### src/rtl/mips_pkg.sv
// Shared types and widths for the single-cycle MIPS core.
package mips_pkg;

  localparam int WORD_W = 32;
  localparam int JIDX_W = 26;

  typedef enum logic [1:0] {
    RUN   = 2'd0,
    HALT  = 2'd1,
    FAULT = 2'd2
  } pc_state_t;

  // Byte address of word index, used for jump and branch target formation.
  function automatic logic [WORD_W-1:0] word_to_byte(input logic [WORD_W-1:0] w);
    return w << 2;
  endfunction

endpackage

### src/rtl/next_pc_sel.sv
// Next-PC priority mux (jr > jump > branch > sequential) with target legality check.
// Purely combinational; no state.
module next_pc_sel
  import mips_pkg::*;
#(
  parameter int IMEM_WORDS = 256
) (
  input  logic [WORD_W-1:0] pc_plus4,
  input  logic              pcsrc,
  input  logic              jump,
  input  logic              jr,
  input  logic [WORD_W-1:0] imm_ext,
  input  logic [JIDX_W-1:0] jtarget,
  input  logic [WORD_W-1:0] rs_value,
  output logic [WORD_W-1:0] next_pc,
  output logic              bad_target
);

  // One bit wider than a word so the limit itself cannot overflow.
  localparam logic [WORD_W:0] IMEM_LIMIT = (WORD_W+1)'(IMEM_WORDS) << 2;

  logic [WORD_W-1:0] branch_tgt;
  logic [WORD_W-1:0] jump_tgt;

  assign branch_tgt = pc_plus4 + word_to_byte(imm_ext);
  assign jump_tgt   = {pc_plus4[WORD_W-1:WORD_W-4], jtarget, 2'b00};

  always_comb begin
    next_pc = pc_plus4;
    if (jr) begin
      next_pc = rs_value;
    end else if (jump) begin
      next_pc = jump_tgt;
    end else if (pcsrc) begin
      next_pc = branch_tgt;
    end
  end

  assign bad_target = (next_pc[1:0] != 2'b00) || ({1'b0, next_pc} >= IMEM_LIMIT);

endmodule

### src/rtl/pc_unit.sv
// Program counter, RUN/HALT/FAULT status and retired-instruction counter.
// Control inputs act one edge later; stall holds pc, count and state.
module pc_unit
  import mips_pkg::*;
#(
  parameter logic [WORD_W-1:0] RESET_ADDR = 32'h0000_0000,
  parameter int                IMEM_WORDS = 256
) (
  input  logic              clock,
  input  logic              reset,
  input  logic              stall,
  input  logic              pcsrc,
  input  logic              jump,
  input  logic              jr,
  input  logic [WORD_W-1:0] imm_ext,
  input  logic [JIDX_W-1:0] jtarget,
  input  logic [WORD_W-1:0] rs_value,
  input  logic              halt_req,
  output logic [WORD_W-1:0] pc,
  output logic [WORD_W-1:0] pc_plus4,
  output logic              halted,
  output logic              fault,
  output logic [WORD_W-1:0] retired
);

  pc_state_t         state_q, state_d;
  logic [WORD_W-1:0] pc_q, pc_d;
  logic [WORD_W-1:0] retired_q, retired_d;
  logic [WORD_W-1:0] next_pc;
  logic              bad_target;

  assign pc_plus4 = pc_q + 32'd4;

  next_pc_sel #(
    .IMEM_WORDS (IMEM_WORDS)
  ) u_next_pc_sel (
    .pc_plus4   (pc_plus4),
    .pcsrc      (pcsrc),
    .jump       (jump),
    .jr         (jr),
    .imm_ext    (imm_ext),
    .jtarget    (jtarget),
    .rs_value   (rs_value),
    .next_pc    (next_pc),
    .bad_target (bad_target)
  );

  always_ff @(posedge clock) begin
    if (reset) begin
      state_q   <= RUN;
      pc_q      <= RESET_ADDR;
      retired_q <= '0;
    end else begin
      state_q   <= state_d;
      pc_q      <= pc_d;
      retired_q <= retired_d;
    end
  end

  // On a fault the pc stays on the instruction that produced the bad target.
  always_comb begin
    state_d   = state_q;
    pc_d      = pc_q;
    retired_d = retired_q;
    case (state_q)
      RUN: begin
        if (stall) begin
          state_d = RUN;
        end else if (halt_req) begin
          state_d   = HALT;
          retired_d = retired_q + 32'd1;
        end else if (bad_target) begin
          state_d = FAULT;
        end else begin
          pc_d      = next_pc;
          retired_d = retired_q + 32'd1;
        end
      end
      HALT:    state_d = HALT;
      FAULT:   state_d = FAULT;
      default: state_d = FAULT;
    endcase
  end

  assign pc      = pc_q;
  assign halted  = (state_q == HALT);
  assign fault   = (state_q == FAULT);
  assign retired = retired_q;

endmodule

### config.mk
export PLATFORM = sky130hd
export DESIGN_NAME = pc_unit
export DESIGN_NICKNAME = d
export VERILOG_FILES = /design/src/rtl/mips_pkg.sv /design/src/rtl/next_pc_sel.sv /design/src/rtl/pc_unit.sv
export SDC_FILE = /design/constraint.sdc
export NUM_CORES = 1
export LEC_CHECK = 0
export ABC_CLOCK_PERIOD_IN_PS = 6450
export BUFFER_PORTS_ARGS = -buffer_cell sky130_fd_sc_hd__buf_2
export CAP_MARGIN = 0
export CORE_UTILIZATION = 50
export CTS_BUF_LIST = sky130_fd_sc_hd__clkbuf_4 sky130_fd_sc_hd__clkbuf_8
export DETAILED_ROUTE_END_ITERATION = 8
export PLACE_DENSITY = 0.79
export SYNTH_ARGS = -nofsm -noshare
export SYNTH_HDL_FRONTEND = slang
export SYNTH_HIERARCHICAL = 1
export SYNTH_SLANG_ARGS = --single-unit
### constraint.sdc
create_clock -name clock -period 6.45 [get_ports clock]
set_clock_uncertainty 0.15 [all_clocks]
set_input_delay 0.3225 -clock clock [delete_from_list [all_inputs] [get_ports clock]]
set_output_delay 0.3225 -clock clock [all_outputs]
set_load 0.05 [all_outputs]
==> summary.txt, run 1 <==
Route
  – Final Routed Wirelength: 19.3 mm
  – DRC: 0
  – Detailed router's first-iteration violation count: 500
  – DR vias: 7101
  – Post-route ant nets: 0
  – Routed via count divided by cell count: 5.99
  – Routed wire length per instance: 16.2 µm
  – Number of iterations in the first detailed-routing pass: 5

Setup path
  – Critical-path maximum fanout: 16
  – Endpoint of the worst register-to-register path: retired[31]$_SDFFE_PP0P_
  – Crit path launch: pc[5]$_SDFFE_PP0P_
  – CP Launch Type: register
  – Endpoint required time on the critical path: 6.53 ns
  – Flop2flop setup slack: 0.50 ns
  – Worst reg2reg path depth: 19
  – Crit path largest cell delay: 0.48 ns
  – Cell with the largest stage delay on the worst path: or3_4
  – Crit Reg-Reg Startpoint: pc[5]$_SDFFE_PP0P_
  – Critical path's most frequent cell: nand4_1
  – Sequence of cells on the critical path: nand4_1 -> nor4_2 -> buf_4 -> nand4_1 -> xnor2_2 -> ha_1 -> a21oi_1 -> o21ai_0 -> a2111oi_0 -> o22a_1 -> o31a_1 -> xnor2_1 -> a2111o_1 -> nor4_2 -> nand4_1 -> nor2b_1 -> or3_4 -> nor4_1 -> mux2_1
  – Worst Path Class, Setup: reg2reg
  – Critical path capture point: retired[31]$_SDFFE_PP0P_
  – Type of element capturing the critical path: register
  – WP data arrival: 6.03 ns

Yosys
  – Proportion of synthesized chip area in sequential cells: 21.6%
  – Synthesized Nets: 996
  – Post-synth cell types: 74
  – Prevailing post-synth register cell: dfxtp_1
  – Post-synth EDFFs: 0
  – Dominant combinational cell family by area after synthesis: simple AND/OR/NAND/NOR gates
  – Share of synthesized cell area in and, or, nand and nor gates: 32.5%
  – Post-synthesis compound-gate area fraction: 24.2%
  – Most numerous cell in the Yosys netlist: nand2_1
  – Post-synthesis cell count: 867
  – Syn Area/Cell: 7.06 µm²
  – FFs w/ async S/R, synth: 0%
  – Multiplexer fraction of the synthesized cell area: 3.48%
  – Top cell types by occurrence after synthesis: 149 x nand2_1, 103 x a21oi_1, 66 x dfxtp_1, 59 x nor2_1, 49 x o21ai_0
  – Count of state elements after synthesis: 66
  – Post-Synth XOR/XNOR Area: 6.87%
  – Yosys warning total: 6
  – Area share of the largest cell type after synthesis: 21.6%
  – Biggest area contributors in the synthesized netlist: dfxtp_1 22%, nand2_1 9.1%, a21oi_1 8.4%
  – Post-Synthesis Cell Area: 0.00612 mm²
  – Cell type with the largest total area after synthesis: dfxtp_1
  – Adder-cell area share of the yosys netlist: 6.67%

Placed design
  – Port Buffer Count: 192
  – Final estimated routing congestion in global placement: 0.967
  – DPL Wire Length: 14.9 mm
  – Pre-CTS worst setup slack: 0.303 ns

CTS
  – Number of hold buffers added after CTS: 0
  – CTS clk-pin slew, worst paths: 0.07 ns
  – Max clock buf depth: 2
  – Buffer type at the clock tree root: clkbuf_8
  – CTS tree: yes
  – Total clock buffers created by CTS: 9
  – Clk Latency, worst-skew pair: 0.35 ns
  – Sink count of the clock tree: 66
  – CTS H-tree depth: 3

Power
  – Overall power of the completed layout: 949 µW
  – Leakage: 3.21 nW
  – Cell area power density: 128 mW/mm²
  – Largest vdd supply drop: 0.000131 V

Die
  – Width of the die: 113 µm
  – Std-Cell Rows: 40
  – Die boundary height: 113 µm
  – Initial standard-cell utilization of the core: 51.2%
  – Placeable Area: 0.0120 mm²
  – I/O pins: 195
  – Die area: 0.0127 mm²

STA
  – Final Max Tran Viols: 0
  – Highest clock rate: 168 MHz
  – Setup TNS after final layout: 0 ns
  – Slew @ Worst Pin: 0.746 ns
  – Hold violation count in the final report: 0
  – Final setup vio count: 0
  – Unrepaired setup endpoints after global routing: false
  – Min cycle time layout: 5.95 ns
  – Crit share post-route: 92.2%
  – Final Worst Setup Slack: 0.501 ns
  – Slew headroom: 50.3%

Hold path
  – Min-Delay Path Class: in2reg

Layout
  – Layout cell share with drive strength beyond 1: 24.9%
  – Net total in the final layout: 1162
  – Area Overhead vs Synth: 21.2%
  – Diode insertion count for antenna repair: 0

GRT
  – Via count of the first global-routing pass: 6186
  – Total global-route track usage: 29.5%
  – Pin count of the biggest net entering global routing: 76
  – Wire length of the first global-routing pass: 30.2 mm
  – Antenna violations before repair: 0
  – Sum of overflow across all layers after global routing: 0

Outcome
  – Run status: completed

Run
  – Max-cap violation count: 0
[layout by cell type (no fill, tap or decap), types with 6 or more instances in the layout]
cell / count
xnor2_2: 8
inv_1: 17
ha_1: 31
and3_1: 6
buf_4: 10
dfxtp_1: 66
o22ai_1: 14
o31ai_1: 14
o21ai_0: 49
xnor2_1: 26
nor3_1: 11
nor2_1: 59
a21o_1: 8
and4_1: 6
or4_1: 15
nor4_1: 13
nand3_1: 37
buf_2: 192
mux2i_1: 10
xor2_1: 14
clkbuf_8: 11
nand2_1: 149
mux2_2: 9
and2_1: 6
or3_1: 10
nor2b_1: 15
a21oi_1: 103
nand2b_1: 9
nand4_1: 29
[worst max-delay path: cells and delay by family (launching register included)]
kind / cells / cell delay [ns]
adder cells (fa/ha/maj): 1 / 0.35
AO/OA/AOI/OAI: 6 / 1.67
flip-flops: 1 / 0.46
multiplexers: 1 / 0.35
XOR/XNOR: 2 / 0.34
buffers and inverters: 1 / 0.22
AND/OR/NAND/NOR: 8 / 2.27
[layer usage]
metal / track usage, % / share of wire, % / vias up
li1: - / - / 3504
met1: 39.5 / 45 / 3287
met2: 48.0 / 45 / 281
met3: 4.59 / 7.5 / 29
met4: 10.8 / 2.0 / 0
met5: 0 / 0 / -
[stage by stage]
stage / hold slack, ns / util [%] / instance area [µm²] / instances
6_report: 0.198 / 62.0 / 7420 / 1185
5_1_grt: 0.227 / 62.0 / 7420 / 1185
4_1_cts: 0.179 / 61.8 / 7390 / 1185
3_5_place_dp: 0.335 / 60.0 / 7180 / 1169
3_3_place_gp: 0.327 / 60.0 / 7180 / 1169
2_1_floorplan: 0.352 / - / 6170 / 867
[repair_timing]
item | CTS | global route
buffers inserted | 0 | 0
resized for setup | 0 | 5
setup endpoints to repair | 0 | 23
[how the worst min path moves through the flow]
stage                       startpoint                      end  slack, ns  depth (start not counted)
3_3_place_gp       pc[31]$_SDFFE_PP0P_      pc[31]$_SDFFE_PP0P_       0.33                          2
5_1_grt                    rs_value[2]       pc[2]$_SDFFE_PP0P_       0.23                          5
4_1_cts                    rs_value[8]       pc[8]$_SDFFE_PP0P_       0.18                          5
2_1_floorplan  state_q[1]$_SDFFE_PP0P_  state_q[0]$_SDFFE_PP0P_       0.35                          1
6_report                   rs_value[8]       pc[8]$_SDFFE_PP0P_       0.20                          5
3_5_place_dp       pc[31]$_SDFFE_PP0P_      pc[31]$_SDFFE_PP0P_       0.34                          2
[sequential cells by signal (all words and copies together) (netlist names)]
signal and count:
pc 32, retired 32, state_q 2
[where the power goes]
part           internal, mW  leakage [nW]  switching [mW]
logic                0.0681          2.58           0.108
registers             0.409         0.532         0.00245
clock network         0.203         0.102           0.158
[logic make-up (layout without fill, tap and decap cells)]
group,Yosys count,after routing
AO/OA/AOI/OAI,242,242
XOR/XNOR,48,48
multiplexers,20,20
adder cells (fa/ha/maj),32,32
AND/OR/NAND/NOR,394,394
flip-flops,66,66
buffers and inverters,65,236
[final cells by class]
class / instances / area, µm²
fillers: 1140 / 4540
flip-flops and latches: 66 / 1320
inverters: 18 / 67.6
repair buffers: 202 / 1040
multi-input cells: 736 / 4600
well taps: 147 / 184
clock inverters: 4 / 50.0
clock buffers: 12 / 159
No activity file was read; power rests on OpenSTA's default activity.
==> run 2: changes to the inputs <==
- ABC_AREA: unset -> 1
- PLACE_DENSITY: 0.79 -> 0.77
==> run 2 against run 1 <==
Cell count rose by 37%. Wire length rose by 25%. Core utilization fell by 1.5 points. Maximum frequency rose by 12%. Largest power group unchanged.
==> summary.txt, run 2 <==
GRT
  – Total global-route track usage: 32.6%
  – Wire length of the first global-routing pass: 37.4 mm
  – Antenna violations before repair: 2
  – Pin count of the biggest net entering global routing: 45
  – Via count of the first global-routing pass: 7529
  – Sum of overflow across all layers after global routing: 0

Placed design
  – Placed Instance Area: 0.00820 mm²
  – Pre-CTS worst setup slack: 1.29 ns
  – Final estimated routing congestion in global placement: 0.995
  – Total placed cells including tap cells: 1606
  – Port Buffer Count: 192
  – DPL Wire Length: 19.9 mm

Route
  – DRC: 0
  – DR vias: 8575
  – Routed via count divided by cell count: 5.28
  – Routed wire length per instance: 14.8 µm
  – Detailed router's first-iteration violation count: 725
  – Final Routed Wirelength: 24.0 mm
  – Number of iterations in the first detailed-routing pass: 5
  – Post-route ant nets: 0

Layout
  – Number of fill cells in the layout: 1480
  – Post-route design area: 0.00840 mm²
  – Area Overhead vs Synth: 17.7%
  – Final standard cell utilization of the core: 60.5%
  – Non-filler instance count after layout: 1623
  – Area occupied by registers: 0.00132 mm²
  – Layout cell share with drive strength beyond 1: 19.8%
  – Most common cell after layout, fill and taps aside: nand2_1
  – Area of combinational cells with multiple inputs: 0.00495 mm²
  – Commonest cells after routing, fill and taps aside: 368 x nand2_1, 192 x buf_2, 184 x inv_1, 169 x nor2_1, 101 x a21oi_1
  – Net total in the final layout: 1566

Yosys
  – Post-Synthesis Cell Area: 0.00714 mm²
  – Cell type with the largest total area after synthesis: nand2_1
  – FFs w/ async S/R, synth: 0%
  – Biggest area contributors in the synthesized netlist: nand2_1 19%, dfxtp_1 19%, inv_1 9.7%
  – Top cell types by occurrence after synthesis: 368 x nand2_1, 184 x inv_1, 169 x nor2_1, 101 x a21oi_1, 85 x nand3_1
  – Yosys warning total: 6
  – Prevailing post-synth register cell: dfxtp_1
  – Post-synth EDFFs: 0
  – Post-synthesis cell count: 1262
  – Synthesized Nets: 1391
  – Count of state elements after synthesis: 66
  – Syn Area/Cell: 5.66 µm²
  – Post-synth cell types: 48
  – Most numerous cell in the Yosys netlist: nand2_1
  – Area share of the largest cell type after synthesis: 19.4%
  – Proportion of synthesized chip area in sequential cells: 18.5%

STA
  – Final Worst Setup Slack: 1.15 ns
  – Slew headroom: 50.2%
  – Final Max Tran Viols: 0
  – Slew @ Worst Pin: 0.747 ns
  – Unrepaired setup endpoints after global routing: false
  – Hold violation count in the final report: 0
  – Final setup vio count: 0
  – Min cycle time layout: 5.30 ns
  – Crit share post-route: 82.2%
  – Highest clock rate: 189 MHz
  – Setup TNS after final layout: 0 ns
  – Worst Hold Margin: 0.115 ns

Die
  – Initial standard-cell utilization of the core: 51.4%
  – Width of the die: 121 µm
  – I/O pins: 195
  – Die boundary height: 121 µm
  – Die area: 0.0148 mm²
  – Placeable Area: 0.0139 mm²
  – Std-Cell Rows: 43

Setup path
  – Cell with the largest stage delay on the worst path: inv_1
  – WP data arrival: 5.42 ns
  – Type of element capturing the critical path: register
  – Crit path largest cell delay: 0.54 ns
  – Critical-path maximum fanout: 31
  – Endpoint required time on the critical path: 6.57 ns
  – CP Launch Type: register
  – Worst Path Class, Setup: reg2reg
  – Critical path's most frequent cell: nand2_1

CTS
  – Total clock buffers created by CTS: 9
  – CTS H-tree depth: 3
  – Buffer type at the clock tree root: clkbuf_8
  – Sink count of the clock tree: 66
  – Clk Latency, worst-skew pair: 0.35 ns
  – CTS tree: yes
  – Number of hold buffers added after CTS: 0
  – Max clock buf depth: 2
  – Post-cts gate resize count: 0
  – CTS clk-pin slew, worst paths: 0.07 ns
  – Post-CTS Repair Setup Buffers: 0

Power
  – Cell area power density: 114 mW/mm²
  – Leakage: 4.50 nW
  – Overall power of the completed layout: 954 µW
  – Largest vdd supply drop: 0.000162 V

Outcome
  – Run status: completed

Hold path
  – Min-Delay Path Class: in2reg

Run
  – Max-cap violation count: 0
-- run 2: area by class of cell --
class                   count  share of cell area, %
multi-input cells         975                   59.0
flip-flops and latches     66                   15.7
repair buffers            196                   11.8
inverters                 189                   8.46
well taps                 180                   2.68
clock buffers              12                   1.82
clock inverters             3                  0.477
diodes                      2                 0.0596
-- run 2: worst paths after layout --
kind,start,end,slack (ns),cells past startpoint
max,pc[3]$_SDFFE_PP0P_,pc[23]$_SDFFE_PP0P_,1.15,27
min,halt_req,state_q[0]$_SDFFE_PP0P_,0.11,3
max reg2reg,pc[3]$_SDFFE_PP0P_,pc[23]$_SDFFE_PP0P_,1.15,27
min reg2reg,pc[0]$_SDFFE_PP0P_,pc[0]$_SDFFE_PP0P_,0.34,2
-- run 2: critical path, delay by kind of cell, from the launching register on --
family | cells | cell delay, ns
buffers and inverters | 3 | 0.75
flip-flops | 1 | 0.42
adder cells (fa/ha/maj) | 2 | 0.61
XOR/XNOR | 1 | 0.36
AND/OR/NAND/NOR | 18 | 2.33
AO/OA/AOI/OAI | 3 | 0.59
-- run 2: power breakdown --
part | total [mW] | switching, mW | internal [mW] | leakage (nW)
combinational | 0.192 | 0.124 | 0.0683 | 3.87
clock | 0.351 | 0.156 | 0.194 | 0.103
sequential | 0.411 | 0.00196 | 0.409 | 0.532
total | 0.954 | 0.282 | 0.672 | 4.50
-- run 2: cell families after synthesis --
| family | share of synthesized area, % |
|---|---|
| compound gates | 13.5 |
| xor+xnor | 4.17 |
| fa+ha+maj | 5.72 |
| buf+inv | 12.1 |
| flops | 18.5 |
| simple gates | 46.0 |
-- run 2: per-layer routing --
metal	share of wire (%)	GRT usage [%]
met1	44	43.7
met5	0	0
met3	7.8	5.12
met4	2.7	11.3
met2	45	52.8
